==> src/rtl/sdp_ram_arbiter_pkg.sv <==
// sdp_ram_arbiter_pkg: FSM type, size limits and the byte-merge helper shared by the arbiter files
package sdp_ram_arbiter_pkg;
    localparam int MAX_NREQ = 8;
    localparam int MAX_DW = 256;
    localparam int MAX_BW = MAX_DW / 8;
    typedef enum logic {ARB_S, RMW_S} state_t;
    function automatic logic [MAX_DW-1:0] be_merge(
        input logic [MAX_DW-1:0] wdata,
        input logic [MAX_DW-1:0] rdata,
        input logic [MAX_BW-1:0] be
    );
        be_merge = rdata;
        for (int i = 0; i < MAX_BW; i++)
            if (be[i]) be_merge[i*8 +: 8] = wdata[i*8 +: 8];
    endfunction
endpackage

==> src/rtl/sdp_ram_arbiter_rr.sv <==
// rr_arbiter: round-robin one-hot grant, scanning upward from a pointer that follows the last winner
module rr_arbiter #(
    parameter int NREQ = 2
) (
    input  logic            HCLK,
    input  logic            HRESET,
    input  logic [NREQ-1:0] i_req,
    input  logic            i_en,
    output logic [NREQ-1:0] o_gnt
);
    localparam int PW = $clog2(NREQ);
    logic [PW-1:0] r_ptr;
    logic [PW-1:0] w_idx;
    logic [PW-1:0] w_j;
    logic [PW:0]   w_s;
    logic          w_found;
    always_comb begin
        o_gnt = '0;
        w_idx = '0;
        w_j = '0;
        w_s = '0;
        w_found = 1'b0;
        for (int k = 0; k < NREQ; k++) begin
            w_s = {1'b0, r_ptr} + (PW+1)'(k);
            w_j = w_s >= (PW+1)'(NREQ) ? PW'(w_s - (PW+1)'(NREQ)) : PW'(w_s);
            if (i_en && !w_found && i_req[w_j]) begin
                w_found = 1'b1;
                o_gnt[w_j] = 1'b1;
                w_idx = w_j;
            end
        end
    end
    always_ff @(posedge HCLK)
        if (HRESET) r_ptr <= '0;
        else if (w_found) r_ptr <= w_idx == PW'(NREQ-1) ? '0 : w_idx + PW'(1);
endmodule

==> src/rtl/sdp_ram_arbiter.sv <==
// sdp_ram_arbiter: round-robin sharing of one simple-dual-port RAM, byte-masked writes done as read-modify-write
module sdp_ram_arbiter
    import sdp_ram_arbiter_pkg::*;
#(
    parameter int NREQ = 2,
    parameter int ADDR_WIDTH = 15,
    parameter int DATA_WIDTH = 32,
    localparam int BE_WIDTH = DATA_WIDTH / 8
) (
    input  logic                       HCLK,
    input  logic                       HRESET,
    input  logic [NREQ-1:0]            req,
    input  logic [NREQ-1:0]            req_write,
    input  logic [NREQ*ADDR_WIDTH-1:0] req_addr,
    input  logic [NREQ*DATA_WIDTH-1:0] req_wdata,
    input  logic [NREQ*BE_WIDTH-1:0]   req_be,
    output logic [NREQ-1:0]            gnt,
    output logic [NREQ-1:0]            rvalid,
    output logic [DATA_WIDTH-1:0]      rdata,
    output logic [ADDR_WIDTH-1:0]      wa,
    output logic                       we,
    output logic [DATA_WIDTH-1:0]      wd,
    output logic [ADDR_WIDTH-1:0]      ra,
    output logic                       re,
    input  logic [DATA_WIDTH-1:0]      rd
);
    if (NREQ < 2 || NREQ > MAX_NREQ || DATA_WIDTH % 8 != 0 || DATA_WIDTH > MAX_DW) begin : g_bad_params
        $error("sdp_ram_arbiter: unsupported parameter set");
    end
    state_t                r_state;
    logic                  r_we;
    logic                  r_hit;
    logic [ADDR_WIDTH-1:0] r_wa;
    logic [DATA_WIDTH-1:0] r_wd;
    logic [DATA_WIDTH-1:0] r_hit_data;
    logic [BE_WIDTH-1:0]   r_be;
    logic [NREQ-1:0]       r_rvalid;
    logic [NREQ-1:0]       w_gnt;
    logic                  w_rmw;
    logic                  w_any;
    logic                  w_write;
    logic                  w_full;
    logic [ADDR_WIDTH-1:0] w_addr;
    logic [DATA_WIDTH-1:0] w_wdata;
    logic [DATA_WIDTH-1:0] w_fwd_rd;
    logic [BE_WIDTH-1:0]   w_be;
    assign w_rmw = r_state == RMW_S;
    rr_arbiter #(.NREQ(NREQ)) u_arb (
        .HCLK   (HCLK),
        .HRESET (HRESET),
        .i_req  (req),
        .i_en   (!w_rmw && !HRESET),
        .o_gnt  (w_gnt)
    );
    always_comb begin
        w_write = 1'b0;
        w_addr = '0;
        w_wdata = '0;
        w_be = '0;
        for (int i = 0; i < NREQ; i++)
            if (w_gnt[i]) begin
                w_write = req_write[i];
                w_addr = req_addr[i*ADDR_WIDTH +: ADDR_WIDTH];
                w_wdata = req_wdata[i*DATA_WIDTH +: DATA_WIDTH];
                w_be = req_be[i*BE_WIDTH +: BE_WIDTH];
            end
    end
    assign w_any = |w_gnt;
    assign w_full = &w_be;
    assign gnt = w_gnt;
    // Partial writes use the read port in the grant cycle to fetch the old word
    assign re = w_any && !(w_write && w_full);
    assign ra = w_addr;
    // RAM reads old data when written in the same cycle; the bypass supplies the new word
    assign w_fwd_rd = r_hit ? r_hit_data : rd;
    assign rdata = w_fwd_rd;
    assign rvalid = HRESET ? '0 : r_rvalid;
    assign we = !HRESET && (r_we || w_rmw);
    assign wa = r_wa;
    assign wd = w_rmw ? DATA_WIDTH'(be_merge(MAX_DW'(r_wd), MAX_DW'(w_fwd_rd), MAX_BW'(r_be))) : r_wd;
    always_ff @(posedge HCLK) begin
        if (HRESET) begin
            r_state <= ARB_S;
            r_we <= 1'b0;
            r_rvalid <= '0;
            r_hit <= 1'b0;
        end else begin
            r_state <= w_any && w_write && !w_full ? RMW_S : ARB_S;
            r_we <= w_any && w_write && w_full;
            r_rvalid <= w_any && !w_write ? w_gnt : '0;
            r_hit <= re && we && ra == wa;
        end
        r_hit_data <= wd;
        if (w_any && w_write) begin
            r_wa <= w_addr;
            r_wd <= w_wdata;
            r_be <= w_be;
        end
    end
endmodule

==> config.mk <==
export PLATFORM = sky130hd
export DESIGN_NAME = sdp_ram_arbiter
export DESIGN_NICKNAME = d
export VERILOG_FILES = /design/src/rtl/sdp_ram_arbiter_pkg.sv /design/src/rtl/sdp_ram_arbiter_rr.sv /design/src/rtl/sdp_ram_arbiter.sv
export SDC_FILE = /design/constraint.sdc
export NUM_CORES = 1
export LEC_CHECK = 0
export CAP_MARGIN = 25
export CORE_ASPECT_RATIO = 1.2
export CORE_MARGIN = 4
export CORE_UTILIZATION = 43
export CTS_BUF_LIST = sky130_fd_sc_hd__clkbuf_4 sky130_fd_sc_hd__clkbuf_8
export DETAILED_ROUTE_END_ITERATION = 10
export GPL_ROUTABILITY_DRIVEN = 0
export GPL_TIMING_DRIVEN = 0
export HOLD_SLACK_MARGIN = 0.06
export PLACE_DENSITY_LB_ADDON = 0.3
export REMOVE_ABC_BUFFERS = 1
export SLEW_MARGIN = 10
export SYNTH_ARGS = -nofsm -noshare
export SYNTH_HDL_FRONTEND = slang
export SYNTH_HIERARCHICAL = 1
export SYNTH_SLANG_ARGS = --single-unit
==> constraint.sdc <==
create_clock -name HCLK -period 5.9 [get_ports HCLK]
set_input_delay 1.18 -clock HCLK [delete_from_list [all_inputs] [get_ports HCLK]]
set_output_delay 1.18 -clock HCLK [all_outputs]
set_load 0.02 [all_outputs]
# == Word level (Yosys, flattened, before mapping) ==
# Cells that the tools add are included.
# totals
latchBits,0
mem_bits_rw,0
out_inout_bits,100
regBits,89
mem_bits_ro,0
n_memories,0
wordCells,80
# classes
mul,0
mux,33
add_sub_neg,4
order_cmp,6
n_eq_ne,1
reduce_logical,25
bitwise,2
div_mod_pow,0
shift,0
# op_table
op,count
32-bit 2-to-1 mux,4
8-bit 2-to-1 mux,4
15-bit 2-to-1 mux,2
1-bit 2-to-1 mux,16
15-bit == test,1
1-bit logical AND,15
4-bit 2-to-1 mux,2
1-bit zero test,6
2-bit 2-to-1 mux,3
1-bit by 2-bit < comparator with 1-bit output (second input constant),2
4-bit AND reduction,1
2-bit OR reduction,2
1-bit by 1-bit adder with 2-bit output (second input constant),1
1-bit demux with 1-bit select,2
1-bit >= comparator (second input constant),2
1-bit by 2-bit >= comparator with 1-bit output (second input constant),1
2-bit >= comparator (second input constant),1
2-bit OR,1
1-bit subtractor (second input constant),2
1-bit adder (second input constant),1
1-bit logical OR,1
1-bit NOT,1

# == Longest topological paths before layout ==
# depth
depth_word,18
mapped_depth,11
depth_no_buf,9

# == Modules after synthesis ==
# The synthesis kept the hierarchy.
# by_module_without_submodules
mod,area_per_inst_um2,cells_each,instances
sdp_ram_arbiter,4229.1,327,1
rr_arbiter,55.1,8,1

# == Worst setup path before layout ==
# Ideal clock, no wire load.
# synth_timing
kind,input port to output port
start,in HRESET
end,out re
path_stages,8
path_slack_ns,0.923
t_required_ns,4.720
t_arrival_ns,3.797
cell_sequence,nor2_1 nand2_1 a21oi_1 nor2b_2 buf_6 a22oi_4 inv_1 a31oi_2
# synth_via
elab_chain_cells,14
word_cells_on_any_way,19
# synth_lines
item,line_no,text
from (decl),sdp_ram_arbiter.sv:11,"input logic HRESET,"
1-bit zero test *,sdp_ram_arbiter.sv:52,".i_en (!w_rmw && !HRESET),"
1-bit logical AND *,sdp_ram_arbiter.sv:52,
1-bit logical AND,sdp_ram_arbiter_rr.sv:26,if (i_en && !w_found && i_req[w_j]) begin
1-bit 2-to-1 mux,sdp_ram_arbiter_rr.sv:26,
1-bit zero test,sdp_ram_arbiter_rr.sv:26,
1-bit logical AND (2 in a row),sdp_ram_arbiter_rr.sv:26,
2-bit 2-to-1 mux *,sdp_ram_arbiter_rr.sv:26,
named net gnt[0],sdp_ram_arbiter.sv:17,"output logic [NREQ-1:0] gnt,"
4-bit 2-to-1 mux (2 in a row),sdp_ram_arbiter.sv:61,if (w_gnt[i]) begin
4-bit AND reduction,sdp_ram_arbiter.sv:69,assign w_full = &w_be;
1-bit logical AND,sdp_ram_arbiter.sv:72,assign re = w_any && !(w_write && w_full);
1-bit zero test,sdp_ram_arbiter.sv:72,
1-bit logical AND *,sdp_ram_arbiter.sv:72,
to (decl),sdp_ram_arbiter.sv:24,"output logic re,"
# The timed path passes the listed nets; every way through them passes the cells marked *.

# == Worst setup path in the final report ==
# layout_timing
start,in HRESET
end,out re
# layout_via
elab_chain_cells,14
word_cells_on_any_way,19
# layout_lines
item,line_no
1-bit zero test *,sdp_ram_arbiter.sv:52
1-bit logical AND *,sdp_ram_arbiter.sv:52
1-bit logical AND,sdp_ram_arbiter_rr.sv:26
1-bit 2-to-1 mux,sdp_ram_arbiter_rr.sv:26
1-bit zero test,sdp_ram_arbiter_rr.sv:26
1-bit logical AND (2 in a row),sdp_ram_arbiter_rr.sv:26
2-bit 2-to-1 mux *,sdp_ram_arbiter_rr.sv:26
4-bit 2-to-1 mux (2 in a row),sdp_ram_arbiter.sv:61
4-bit AND reduction,sdp_ram_arbiter.sv:69
1-bit logical AND,sdp_ram_arbiter.sv:72
1-bit zero test,sdp_ram_arbiter.sv:72
1-bit logical AND *,sdp_ram_arbiter.sv:72
# Mark *: on every way between the ends. The rest lies on a longest branch, timed or not.

==> results.yml <==
outcome:
  status: "finished clean"
detailed_routing:
  wl_mm: 13.26
  first_pass_iters: 4
  avgViaCountPerCell: 5.286
  ant_nets: 0
  drtIter0Drc: 123
  drc: 0
  vias: 3695
  avgRoutedWirePerCell_um: 18.97
logic_synthesis:
  synth-main-ff-cell: "edfxtp_1"
  yosys.area.top_type_share: 0.3575
  avgSynthCellArea_um2: 12.79
  synth_top_family_by_area: "multiplexers"
  synth.yosys.seq_area_share: 0.5350
  synth_edf_count: 51
  muxShareOfSynthArea: 0.1682
  synthAdderAreaFrac: 0
  yosys.area_share.simple: 0.07039
  syn-instance-count: 335
  syn-cell-area_um2: 4284
  synthXorXnorAreaFrac: 0.04877
  synth_top_area_cell: "edfxtp_1"
  synth_cell_types: 41
  ys_ff_latch: 89
  async_reset_ff_frac: 0
  yosysWarningCount: 6
  synth_compound_area_frac: 0.1495
  synth_top_cells_by_area: "edfxtp_1 (36%), dfxtp_1 (18%), mux2_2 (16%)"
setup_path:
  max_stage_delay_ns: 0.61
  critical_path_class: "in -> out"
  critPathCaptureType: "output port"
  crit_path_start_kind: "input port"
  worstPathMaxFanout: 24
  startpoint: "HRESET"
  reg2reg_from: "r_state$_SDFF_PP0_"
  slowest_stage: "clkdlybuf4s50_1"
  cpMostUsedCell: "clkdlybuf4s50_1"
  crit_buf_inv: 4
  rrSetupSlack_ns: 3.26
  cp_cell_sequence: "clkdlybuf4s50_1 -> nor2_1 -> nand2_1 -> a21oi_4 -> nor2b_4 -> buf_16 -> a22oi_4 -> inv_2 -> a31oi_2 -> clkdlybuf4s50_1"
  worstPathArrival_ns: 4.25
  critPathTopFamily: "buffers and inverters"
  crit_required_ns: 4.72
sta:
  rsz0062_at_grt: "no"
  setup_violations: 0
  report.final.slew_viol_count: 0
  final_hold_viol_count: 0
  timing.final.crit_period_ns: 5.429
  clock.fmax_mhz: 184.2
  finClkSkew_ns: 0.008620
  slew_headroom: 0.4344
  finalCritPeriodShare: 0.9202
  worst_pin_slew_ns: 0.8484
  tns_ns: 0
clock_network:
  clk_pin_slew_ns: 0.09
  cts.sink_count: 89
  numCtsBuffers: 9
  holdBufCountCts: 0
  clock_path_buffers: 2
  tritoncts: "built"
  htree_levels: 3
  clock_latency_ns: 0.35
  root_buffer: "clkbuf_8"
final_layout:
  layout_common_cells: "clkdlybuf4s50_1 (239), mux2_2 (60), edfxtp_1 (51)"
  diodes: 0
  fin_nets: 711
  fin_area_um2: 7102
  syn2layout_area_growth_pct: 65.77
  drive_above_1_share: 0.1701
  final_common_cell: "clkdlybuf4s50_1"
power:
  irDropWorstVdd_v: 0.0001089
  p_leak_nw: 2.588
  total_power_mw: 1.502
  p_per_area_nw_per_um2: 211.4
grt:
  grt_pass1_vias: 3829
  grt_first_pass_wirelength_mm: 20.36
  grt.overflow.total: 0
  antenna_found_initial: 0
  grt_usage: 0.2231
  grt_max_degree: 37
die:
  die_w_um: 99.12
  die_area_um2: 11630
  dieHeight_um: 117.3
  ios: 240
  initial_core_util: 0.4457
  fp-row-count: 39
  coreArea_um2: 9613
placed_design:
  portBuffers: 239
  placed_area_um2: 6853
  dp_hpwl_mm: 10.16
worst_hold_path:
  hold_class: "reg -> reg"
  hold_path_startpoint: "r_wd[21]$_DFFE_PN_"
flow_run:
  cap_violations: 0
-- cell families (layout without fill, tap and decap cells) --
family,count (synthesis),count (layout)
compound gates,77,77
xor+xnor,23,23
buf+inv,25,265
flops,89,89
mux,64,64
simple gates,57,58
-- final cells by class --
type,count,area (um2)
inverter,2,7.507
clock buffer,12,158.9
fill,660,2511
clock inverter,4,51.30
sequential,89,2293
timing repair buffer,247,2529
multi-input combinational,222,1908
tap,123,153.9
-- per-layer routing --
metal | GRT usage | part of all wire | vias up
met5 | 0 | 0 | -
met3 | 0.06710 | 0.087 | 18
met2 | 0.4063 | 0.53 | 164
met1 | 0.2430 | 0.36 | 1756
li1 | - | - | 1757
met4 | 0.07259 | 0.019 | 0
-- cell usage after synthesis (all sizes together) (3+ instances only) --
cell / count
a21oi: 6
o21ai: 12
nor2: 10
xnor2: 11
edfxtp: 51
nor2b: 4
xor2: 12
nand2b: 4
mux2: 64
a22o: 45
nand2: 17
nand4b: 3
clkbuf: 10
o221ai: 3
buf: 13
dfxtp: 38
nand4: 4
nand3: 6
-- report_power, final --
group / switching, mW / internal (mW)
logic: 0.154 / 0.204
clock network: 0.216 / 0.224
registers: 0.0126 / 0.691
total: 0.383 / 1.12
-- through the flow --
step           utilization  worst slack [ns]  hold slack, ns  instances
2_1_floorplan            -            -2.381          0.4678        312
3_3_place_gp        0.6988            -6.743          0.4679        674
3_5_place_dp        0.7129           -0.1146          0.4773        679
4_1_cts             0.7357         0.0008624          0.4990        696
5_1_grt             0.7388            0.2011          0.5109        699
6_report            0.7388            0.4709          0.4955        699
-- sequential cells by signal (all words and copies together) (netlist names), named ones only --
signal,flops
r_hit_data,32
r_rvalid,2
r_state,1
r_hit,1
r_be,4
wa,15
r_wd,32
r_we,1
-- path summary, 6_finish.rpt --
check / end / cells after the start
worst max-delay path: re / 10
worst min-delay path: r_hit_data[21]$_DFF_P_ / 1
worst max register to register: wa[4]$_DFFE_PN_ / 8
worst min register to register: r_hit_data[21]$_DFF_P_ / 1
-- what timing repair did --
action                                  in CTS  in global routing
endpoints found under the setup margin       1                  1
buffers inserted                             0                  3
resized for setup                            0                  1
gates cloned                                 1                  0
(Power assumes the default switching activity.)
